$ cat src/rtl/dlx_pkg.sv
// Shared encodings for the DLX memory/write-back path.
//   load_type_e : load extraction modes driven by the decode stage
//   WB_*        : bit positions inside the 2-bit write-back control field
package dlx_pkg;

  localparam int LOAD_TYPE_W = 3;
  localparam int WB_CTRL_W   = 2;

  // Write-back control bit indices.
  localparam int WB_REGWRITE = 0;
  localparam int WB_MEM2REG  = 1;

  // Load extraction modes; codes 101..111 are undefined and act as LW.
  typedef enum logic [LOAD_TYPE_W-1:0] {
    LW  = 3'b000,
    LB  = 3'b001,
    LBU = 3'b010,
    LH  = 3'b011,
    LHU = 3'b100
  } load_type_e;

  // True for the modes that sign-extend the extracted field.
  function automatic logic load_is_signed(input logic [LOAD_TYPE_W-1:0] lt);
    return (lt == LB) || (lt == LH);
  endfunction

endpackage

$ cat src/rtl/load_aligner.sv
// Load aligner: picks the addressed byte/halfword out of a big-endian
// memory word and extends it to the full datapath width.
// Ports:
//   raw_i       - word returned by data memory
//   offset_i    - byte offset within the word (ALU result [1:0])
//   load_type_i - extraction mode (dlx_pkg::load_type_e encodings)
//   data_o      - extracted and extended value
// Purely combinational.
module load_aligner
  import dlx_pkg::*;
#(
  parameter int DATA_W = 32
) (
  input  logic [DATA_W-1:0]      raw_i,
  input  logic [1:0]             offset_i,
  input  logic [LOAD_TYPE_W-1:0] load_type_i,
  output logic [DATA_W-1:0]      data_o
);

  logic [7:0]  byte_sel;
  logic [15:0] half_sel;
  logic        sign_ext;

  // Big-endian: offset 0 addresses the most significant byte.
  always_comb begin
    byte_sel = raw_i[DATA_W-1 -: 8];
    case (offset_i)
      2'd0: byte_sel = raw_i[DATA_W-1  -: 8];
      2'd1: byte_sel = raw_i[DATA_W-9  -: 8];
      2'd2: byte_sel = raw_i[DATA_W-17 -: 8];
      2'd3: byte_sel = raw_i[DATA_W-25 -: 8];
      default: byte_sel = raw_i[DATA_W-1 -: 8];
    endcase
  end

  // Halfword loads ignore offset bit 0, so misaligned halves round down.
  always_comb begin
    half_sel = offset_i[1] ? raw_i[15:0] : raw_i[DATA_W-1 -: 16];
  end

  assign sign_ext = load_is_signed(load_type_i);

  always_comb begin
    data_o = raw_i;
    case (load_type_i)
      LB, LBU: data_o = {{(DATA_W-8){sign_ext & byte_sel[7]}}, byte_sel};
      LH, LHU: data_o = {{(DATA_W-16){sign_ext & half_sel[15]}}, half_sel};
      default: data_o = raw_i;
    endcase
  end

endmodule

$ cat src/rtl/mem_wb_stage.sv
// MEM/WB pipeline register and write-back stage of the DLX pipeline.
// Latches the memory-stage results, aligns loaded data, and drives the
// register-bank write port and the forwarding unit. Counts retired
// instructions.
// Ports:
//   clock, reset       - rising-edge clock, async active-high reset
//   stall, flush       - hold contents / insert bubble (flush wins)
//   valid_in           - memory stage holds a real instruction
//   WB_control         - {mem_to_reg, reg_write}
//   load_type          - load extraction mode
//   data_from_mem      - data-memory read word
//   data_from_ALU      - ALU result (also the memory address)
//   reg_write          - destination register
//   wb_we/addr/data    - register-bank write port
//   valid_out          - stage holds a real instruction
//   retired_count      - retired-instruction counter (wraps silently)
module mem_wb_stage
  import dlx_pkg::*;
#(
  parameter int DATA_W = 32,
  parameter int REG_AW = 5,
  parameter int CNT_W  = 32
) (
  input  logic                   clock,
  input  logic                   reset,
  input  logic                   stall,
  input  logic                   flush,
  input  logic                   valid_in,
  input  logic [WB_CTRL_W-1:0]   WB_control,
  input  logic [LOAD_TYPE_W-1:0] load_type,
  input  logic [DATA_W-1:0]      data_from_mem,
  input  logic [DATA_W-1:0]      data_from_ALU,
  input  logic [REG_AW-1:0]      reg_write,
  output logic                   wb_we,
  output logic [REG_AW-1:0]      wb_addr,
  output logic [DATA_W-1:0]      wb_data,
  output logic                   valid_out,
  output logic [CNT_W-1:0]       retired_count
);

  logic                   valid_q, valid_d;
  logic [WB_CTRL_W-1:0]   ctrl_q, ctrl_d;
  logic [LOAD_TYPE_W-1:0] lt_q, lt_d;
  logic [DATA_W-1:0]      mem_q, mem_d;
  logic [DATA_W-1:0]      alu_q, alu_d;
  logic [REG_AW-1:0]      rd_q, rd_d;
  logic [CNT_W-1:0]       cnt_q, cnt_d;

  logic [DATA_W-1:0]      aligned;

  // Flush only needs to kill valid and control; the payload registers are
  // masked at the outputs whenever valid is low, so they simply hold.
  always_comb begin
    valid_d = valid_q;
    ctrl_d  = ctrl_q;
    lt_d    = lt_q;
    mem_d   = mem_q;
    alu_d   = alu_q;
    rd_d    = rd_q;
    cnt_d   = cnt_q;
    if (flush) begin
      valid_d = 1'b0;
      ctrl_d  = '0;
    end else if (!stall) begin
      valid_d = valid_in;
      ctrl_d  = WB_control;
      lt_d    = load_type;
      mem_d   = data_from_mem;
      alu_d   = data_from_ALU;
      rd_d    = reg_write;
      if (valid_in) begin
        cnt_d = cnt_q + CNT_W'(1);
      end
    end
  end

  always_ff @(posedge clock or posedge reset) begin
    if (reset) begin
      valid_q <= 1'b0;
      ctrl_q  <= '0;
      lt_q    <= '0;
      mem_q   <= '0;
      alu_q   <= '0;
      rd_q    <= '0;
      cnt_q   <= '0;
    end else begin
      valid_q <= valid_d;
      ctrl_q  <= ctrl_d;
      lt_q    <= lt_d;
      mem_q   <= mem_d;
      alu_q   <= alu_d;
      rd_q    <= rd_d;
      cnt_q   <= cnt_d;
    end
  end

  load_aligner #(
    .DATA_W (DATA_W)
  ) u_load_aligner (
    .raw_i       (mem_q),
    .offset_i    (alu_q[1:0]),
    .load_type_i (lt_q),
    .data_o      (aligned)
  );

  // Outputs depend on the latch registers only.
  assign valid_out     = valid_q;
  assign wb_we         = valid_q & ctrl_q[WB_REGWRITE] & (rd_q != '0);
  assign wb_addr       = valid_q ? rd_q : '0;
  assign wb_data       = !valid_q              ? '0 :
                         ctrl_q[WB_MEM2REG]    ? aligned : alu_q;
  assign retired_count = cnt_q;

endmodule
$ cat config.mk
export PLATFORM = sky130hd
export DESIGN_NAME = mem_wb_stage
export DESIGN_NICKNAME = d
export VERILOG_FILES = /design/src/rtl/dlx_pkg.sv /design/src/rtl/load_aligner.sv /design/src/rtl/mem_wb_stage.sv
export SDC_FILE = /design/constraint.sdc
export NUM_CORES = 1
export LEC_CHECK = 0
export ABC_AREA = 0
export CAP_MARGIN = 0
export CORE_ASPECT_RATIO = 0.8
export CORE_MARGIN = 5
export CORE_UTILIZATION = 52
export CTS_CLUSTER_DIAMETER = 120
export CTS_CLUSTER_SIZE = 24
export DETAILED_ROUTE_END_ITERATION = 10
export PLACE_DENSITY_LB_ADDON = 0.3
export SLEW_MARGIN = 20
export SYNTH_ARGS = -nofsm -noshare
export SYNTH_HDL_FRONTEND = slang
export SYNTH_SLANG_ARGS = --single-unit
$ cat constraint.sdc
create_clock -name clock -period 8.32 [get_ports clock]
set_input_delay 1.664 -clock clock [delete_from_list [all_inputs] [get_ports clock]]
set_output_delay 1.664 -clock clock [all_outputs]
set_load 0.005 [all_outputs]
== Word level (Yosys, flattened, before mapping) ==
Cells that the tools add are included.

* Bits of input ports: 79
* Register bits: 107
* Word-level logic and storage cells: 39

* Multiplexer cells: 10
* Bitwise logic cells: 6
* Equality and inequality tests: 8
* Reduce and logical (&&, ||, !) cells: 7
* Add/sub/neg operators: 1

{| class="wikitable"
|+ Operators with widths
! kind !! number
|-
| 32-bit two-way mux || 2
|-
| 32-bit case mux with 2 select lines || 1
|-
| 32-bit by 1-bit adder with 32-bit output, second input constant || 1
|-
| 8-bit case mux with 4 select lines || 1
|-
| 16-bit two-way mux || 1
|-
| 3-bit by 2-bit equality test with 1-bit output, second input constant || 2
|-
| 5-bit two-way mux || 1
|-
| 5-bit nonzero test || 1
|-
| 1-bit AND || 4
|-
| 2-bit equality test, second input constant || 2
|-
| 2-bit two-way mux || 2
|-
| 2-bit OR reduction || 2
|-
| 3-bit by 1-bit equality test with 1-bit output, second input constant || 1
|-
| 3-bit equality test, second input constant || 1
|-
| 3-bit AND reduction || 1
|-
| 2-bit by 1-bit equality test with 1-bit output, second input constant || 1
|-
| 2-bit zero test || 1
|-
| 1-bit two-way mux || 2
|-
| 2-bit by 1-bit != test with 1-bit output, second input constant || 1
|-
| 1-bit inverter || 2
|-
| 2-bit AND reduction || 1
|-
| 1-bit logical OR || 1
|}

== Depth between registers and ports, before layout ==
* Word-level depth: 6
* Mapped depth: 6

== By module ==
From an unflattened synthesis, not the netlist that was laid out.

* Cells, all modules: 503
* Area, all modules: 5,808.1 um2

{| class="wikitable"
|+ Modules (own cells, without submodules)
! module !! area each (um2) !! cells each !! times used !! sequential area each (um2)
|-
| mem_wb_stage || 4,824.6 || 366 || 1 || 2,677.6
|-
| load_aligner || 983.4 || 137 || 1 || 0.0
|}

== Worst setup path before layout ==
No wires, ideal clock.

* Path kind: register -> output
* Start: reg lt_q[1]
* End: out wb_data[7]
* Path slack: 5.135 ns
* Stages on the path, launching flop included: 6
* Required time: 6.656 ns
* Arrival: 1.521 ns
* Cell sequence: dfrtp_1 buf_2 or3b_1 a21oi_2 a22oi_1 a31oi_1

* Word-level cells in the longest chain between the ends: 5

{| class="wikitable"
|+ RTL lines
! what !! RTL line !! text
|-
| start, declared || mem_wb_stage.sv:43 || <nowiki>logic [LOAD_TYPE_W-1:0] lt_q, lt_d;</nowiki>
|-
| start signal, assigned || mem_wb_stage.sv:89 || <nowiki>lt_q <= lt_d;</nowiki>
|-
| 3-bit equality test, or another cell as far along || load_aligner.sv:45 || <nowiki>case (load_type_i)</nowiki>
|-
| 2-bit OR reduction || load_aligner.sv:45 ||
|-
| 32-bit case mux with 2 select lines * || load_aligner.sv:45 ||
|-
| 32-bit two-way mux * || mem_wb_stage.sv:111 || <nowiki>ctrl_q[WB_MEM2REG] ? aligned : alu_q;</nowiki>
|-
| 32-bit two-way mux * || mem_wb_stage.sv:110 || <nowiki>assign wb_data = !valid_q ? '0 :</nowiki>
|-
| end, declared || mem_wb_stage.sv:36 || <nowiki>output logic [DATA_W-1:0] wb_data,</nowiki>
|}

Every way passes the cells marked *; elsewhere a longest branch is shown, timed or not.

== Worst setup path after layout ==
* Start: reg lt_q[0]
* End: out wb_data[16]

* Word-level cells in the longest chain between the ends: 6

{| class="wikitable"
|+ RTL lines
! what !! RTL line !! text
|-
| 3-bit by 1-bit equality test with 1-bit output or 3-bit by 2-bit equality test with 1-bit output (tied branches) || dlx_pkg.sv:24, load_aligner.sv:45 ||
|-
| 1-bit logical OR || dlx_pkg.sv:24 || <nowiki>return (lt == LB) || (lt == LH);</nowiki>
|-
| 1-bit AND (on tied branches) || load_aligner.sv:47, load_aligner.sv:46 ||
|-
| 32-bit case mux with 2 select lines * || load_aligner.sv:45 ||
|-
| 32-bit two-way mux * || mem_wb_stage.sv:111 ||
|-
| 32-bit two-way mux * || mem_wb_stage.sv:110 ||
|}

Marks and branches as above.

==> impl_metrics.xml <==
<?xml version="1.0" encoding="UTF-8"?>
<metrics>
  <group name="run_status">
    <metric name="outcome" unit="">finished clean</metric>
  </group>
  <group name="logic_synthesis">
    <metric name="yosys_warnings" unit="">0</metric>
    <metric name="synth_fp_nets" unit="">546</metric>
    <metric name="synth_area_per_cell" unit="sq um">11.3</metric>
    <metric name="synth.ff_latch_count" unit="">107</metric>
    <metric name="synth_flop_cell" unit="">sky130_fd_sc_hd__dfrtp_1</metric>
    <metric name="synthArstFlopShare" unit="">1.00</metric>
    <metric name="synth.lib_cells_used.distinct" unit="">43</metric>
    <metric name="syn_area" unit="sq um">5270</metric>
    <metric name="synth-seq-area-share" unit="">0.508</metric>
    <metric name="synth_enable_flop_cells" unit="">0</metric>
    <metric name="post_synth_inst_count" unit="">466</metric>
  </group>
  <group name="floorplanning">
    <metric name="design.die.area" unit="sq um">12300</metric>
    <metric name="initial_cell_density_of_the_core" unit="">0.540</metric>
    <metric name="chipHeight" unit="um">100</metric>
    <metric name="die_w" unit="um">123</metric>
    <metric name="core.rowCount" unit="">32</metric>
    <metric name="core_region_area" unit="sq um">9770</metric>
    <metric name="design.portCount" unit="">150</metric>
  </group>
  <group name="routing">
    <metric name="met2WireLength" unit="um">6760</metric>
    <metric name="detailedRoute.firstPassIterationCount" unit="">4</metric>
    <metric name="highest_layer" unit="">met4</metric>
    <metric name="route.detailed.wl_per_inst" unit="um">19.4</metric>
    <metric name="dr_total_vias" unit="">4269</metric>
    <metric name="drt-vias-per-instance" unit="">5.76</metric>
    <metric name="drt_first_iter_violations" unit="">341</metric>
    <metric name="routed_wl" unit="um">14400</metric>
    <metric name="post_route_antenna_net_violation_count" unit="">0</metric>
    <metric name="route.met3.wl" unit="um">1060</metric>
    <metric name="drc_errors" unit="">0</metric>
    <metric name="met1_length" unit="um">6230</metric>
  </group>
  <group name="final_layout">
    <metric name="number_of_filler_cells_placed_in_the_layout" unit="">733</metric>
    <metric name="multi_input_area" unit="sq um">2450</metric>
    <metric name="fraction_of_layout_instances_using_a_drive_strength_above_1" unit="">0.165</metric>
    <metric name="antenna_cells" unit="">0</metric>
    <metric name="final_cell_mix" unit="">sky130_fd_sc_hd__clkdlybuf4s50_1 (149), sky130_fd_sc_hd__dfrtp_1 (107), sky130_fd_sc_hd__mux2_2 (70)</metric>
    <metric name="num-nets-final" unit="">680</metric>
    <metric name="syn2layout_area_growth" unit="%">35.9</metric>
    <metric name="layout.cells.most_common" unit="">sky130_fd_sc_hd__clkdlybuf4s50_1</metric>
    <metric name="seq_area" unit="sq um">2680</metric>
  </group>
  <group name="global_route">
    <metric name="grt_remaining_overflow" unit="">0</metric>
    <metric name="antenna_found_initial" unit="">0</metric>
    <metric name="grt_start_max_net_pins" unit="">78</metric>
    <metric name="grt_pass1_vias" unit="">4419</metric>
    <metric name="wire_length_of_the_first_global_routing_pass" unit="um">22800</metric>
    <metric name="grtUsageTotal" unit="">0.239</metric>
  </group>
  <group name="flow_run">
    <metric name="timing.max_cap.violations" unit="">0</metric>
  </group>
  <group name="clock_network">
    <metric name="tritoncts" unit="">done</metric>
    <metric name="cts-buffers-inserted" unit="">9</metric>
    <metric name="holdBufCountCts" unit="">0</metric>
    <metric name="cts_post_setup_buffers_inserted" unit="">0</metric>
    <metric name="clock-sinks" unit="">107</metric>
    <metric name="cts.repair.resized" unit="">0</metric>
    <metric name="root_buffer" unit="">sky130_fd_sc_hd__clkbuf_16</metric>
    <metric name="clock_tree.htree_level_count" unit="">3</metric>
    <metric name="clock_insertion_delay_worst_skew" unit="ns">0.35</metric>
    <metric name="cts-root-to-sink-buffers" unit="">2</metric>
    <metric name="clkTransAtPathRegs" unit="ns">0.07</metric>
  </group>
  <group name="sta">
    <metric name="finalHoldViolations" unit="">0</metric>
    <metric name="max_slew.worst_pin.slew" unit="ns">1.07</metric>
    <metric name="setup-tns-final" unit="ns">0</metric>
    <metric name="final_setup_fails" unit="">0</metric>
    <metric name="finalCritPeriodShare" unit="">0.566</metric>
    <metric name="unrepaired_setup_endpoints_after_global_routing" unit="">no</metric>
    <metric name="slew_violations" unit="">0</metric>
    <metric name="clock_skew" unit="ns">0.00549</metric>
    <metric name="setup_slack" unit="ns">3.61</metric>
    <metric name="period_minus_slack" unit="ns">4.71</metric>
    <metric name="slew-limit-headroom" unit="">0.281</metric>
    <metric name="achievable_freq" unit="GHz">0.212</metric>
  </group>
  <group name="hold_path">
    <metric name="hold-path-cell-count" unit="">1</metric>
    <metric name="worst_hold_path_type" unit="">reg -&gt; reg</metric>
  </group>
  <group name="worst_setup_path">
    <metric name="timing.critical_path.fanout_max" unit="">16</metric>
    <metric name="worst_ep_arrival_time" unit="ns">3.05</metric>
    <metric name="crit_type" unit="">reg -&gt; out</metric>
    <metric name="r2r_cell_count" unit="">4</metric>
    <metric name="start_kind" unit="">flop</metric>
    <metric name="cp-end-kind" unit="">output pin</metric>
    <metric name="required" unit="ns">6.66</metric>
  </group>
  <group name="placed_design">
    <metric name="placement.io_buffers" unit="">149</metric>
    <metric name="place_ws" unit="ns">4.06</metric>
    <metric name="detailedPlacementHpwl" unit="um">10500</metric>
    <metric name="finalWeightedCongestion" unit="">0.912</metric>
  </group>
  <group name="power_and_ir_drop">
    <metric name="max-vdd-ir-drop" unit="mV">0.128</metric>
    <metric name="leakagePower" unit="nW">2.86</metric>
    <metric name="power-per-cell-area" unit="nW/um^2">197</metric>
  </group>
</metrics>
routing by layer:
layer | GRT usage | up-vias
li1 | - | 1955
met1 | 0.321 | 2118
met2 | 0.372 | 169
met3 | 0.0642 | 27
met4 | 0.0912 | 0
met5 | 0 | -
power breakdown:
| group | internal (mW) | leakage [nW] | switching, mW |
|---|---|---|---|
| combinational | 0.165 | 1.39 | 0.129 |
| clock | 0.265 | 0.148 | 0.193 |
| sequential | 0.584 | 1.33 | 0.0770 |
state kept, by name, indices dropped and copies added, names as in the netlist:
signal / cells
mem_q: 32
lt_q: 3
alu_q: 32
ctrl_q: 2
rd_q: 5
retired_count: 32
valid_out: 1
worst paths after layout:
kind / startpoint / end / slack (ns)
max: lt_q[0] / wb_data[16] / 3.61
min: retired_count[26] / retired_count[26] / 0.50
max reg2reg: retired_count[4] / retired_count[25] / 6.41
min reg2reg: retired_count[26] / retired_count[26] / 0.50
max in group asynchronous: reset / mem_q[29] / 5.38
min in group asynchronous: reset / retired_count[7] / 1.70
layout make-up:
cell class	instances	area share
clock buffer	9	0.0314
multi-input combinational	325	0.343
inverter	5	0.00297
clock inverter	7	0.0140
sequential	107	0.374
timing repair buffer	152	0.211
tap	136	0.0238
synth_stat cells (5+ instances only):
library cell                  n  area share
sky130_fd_sc_hd__o2bb2ai_1    6       0.010
sky130_fd_sc_hd__o31ai_1     16       0.023
sky130_fd_sc_hd__nand4_1      9       0.011
sky130_fd_sc_hd__inv_1        5      0.0036
sky130_fd_sc_hd__clkbuf_1    15       0.011
sky130_fd_sc_hd__a31oi_1     15       0.018
sky130_fd_sc_hd__and2_1      10       0.012
sky130_fd_sc_hd__buf_2       12       0.011
sky130_fd_sc_hd__dfrtp_1    107        0.51
sky130_fd_sc_hd__xnor2_1     27       0.045
sky130_fd_sc_hd__xor2_1       5      0.0083
sky130_fd_sc_hd__mux2_2      70        0.15
sky130_fd_sc_hd__nand3_1     20       0.019
sky130_fd_sc_hd__mux2i_1     12       0.023
sky130_fd_sc_hd__nand2_1     45       0.032
sky130_fd_sc_hd__a22oi_1      9       0.013
sky130_fd_sc_hd__o21ai_0     20       0.019
sky130_fd_sc_hd__and4_1       5      0.0083
sky130_fd_sc_hd__nor2_1      24       0.017
worst max-delay path: stages (launching register included):
cell                              delay, ns
sky130_fd_sc_hd__dfrtp_1               0.52
sky130_fd_sc_hd__o21a_1                0.28
sky130_fd_sc_hd__nor2_1                0.83
sky130_fd_sc_hd__nor2_1                0.21
sky130_fd_sc_hd__o31ai_1               0.28
sky130_fd_sc_hd__clkdlybuf4s50_1       0.57
per-stage QoR:
stage	hold WS, ns	utilization	instance area [sq um]	power, mW	instances
final	0.502	0.733	7160	1.41	741
after global placement	0.477	0.700	6840	0.947	725
after global routing	0.520	0.733	7160	1.47	741
after floorplan	0.468	-	5270	0.817	466
after CTS	0.503	0.733	7160	1.42	741
after detailed placement	0.489	0.700	6840	0.960	725
logic make-up (layout without fill, tap and decap cells):
logic type,after synthesis,in the layout,synth area share
AOI/OAI and AO/OA,78,78,0.0999
buffers and inverters,34,173,0.0285
muxes,83,83,0.177
and+or+nand+nor,131,131,0.132
DFF,107,107,0.508
xor gates and xnor gates,32,32,0.0532
adders and majority gates,1,1,0.00237
No activity file was read; power rests on OpenSTA's default activity.
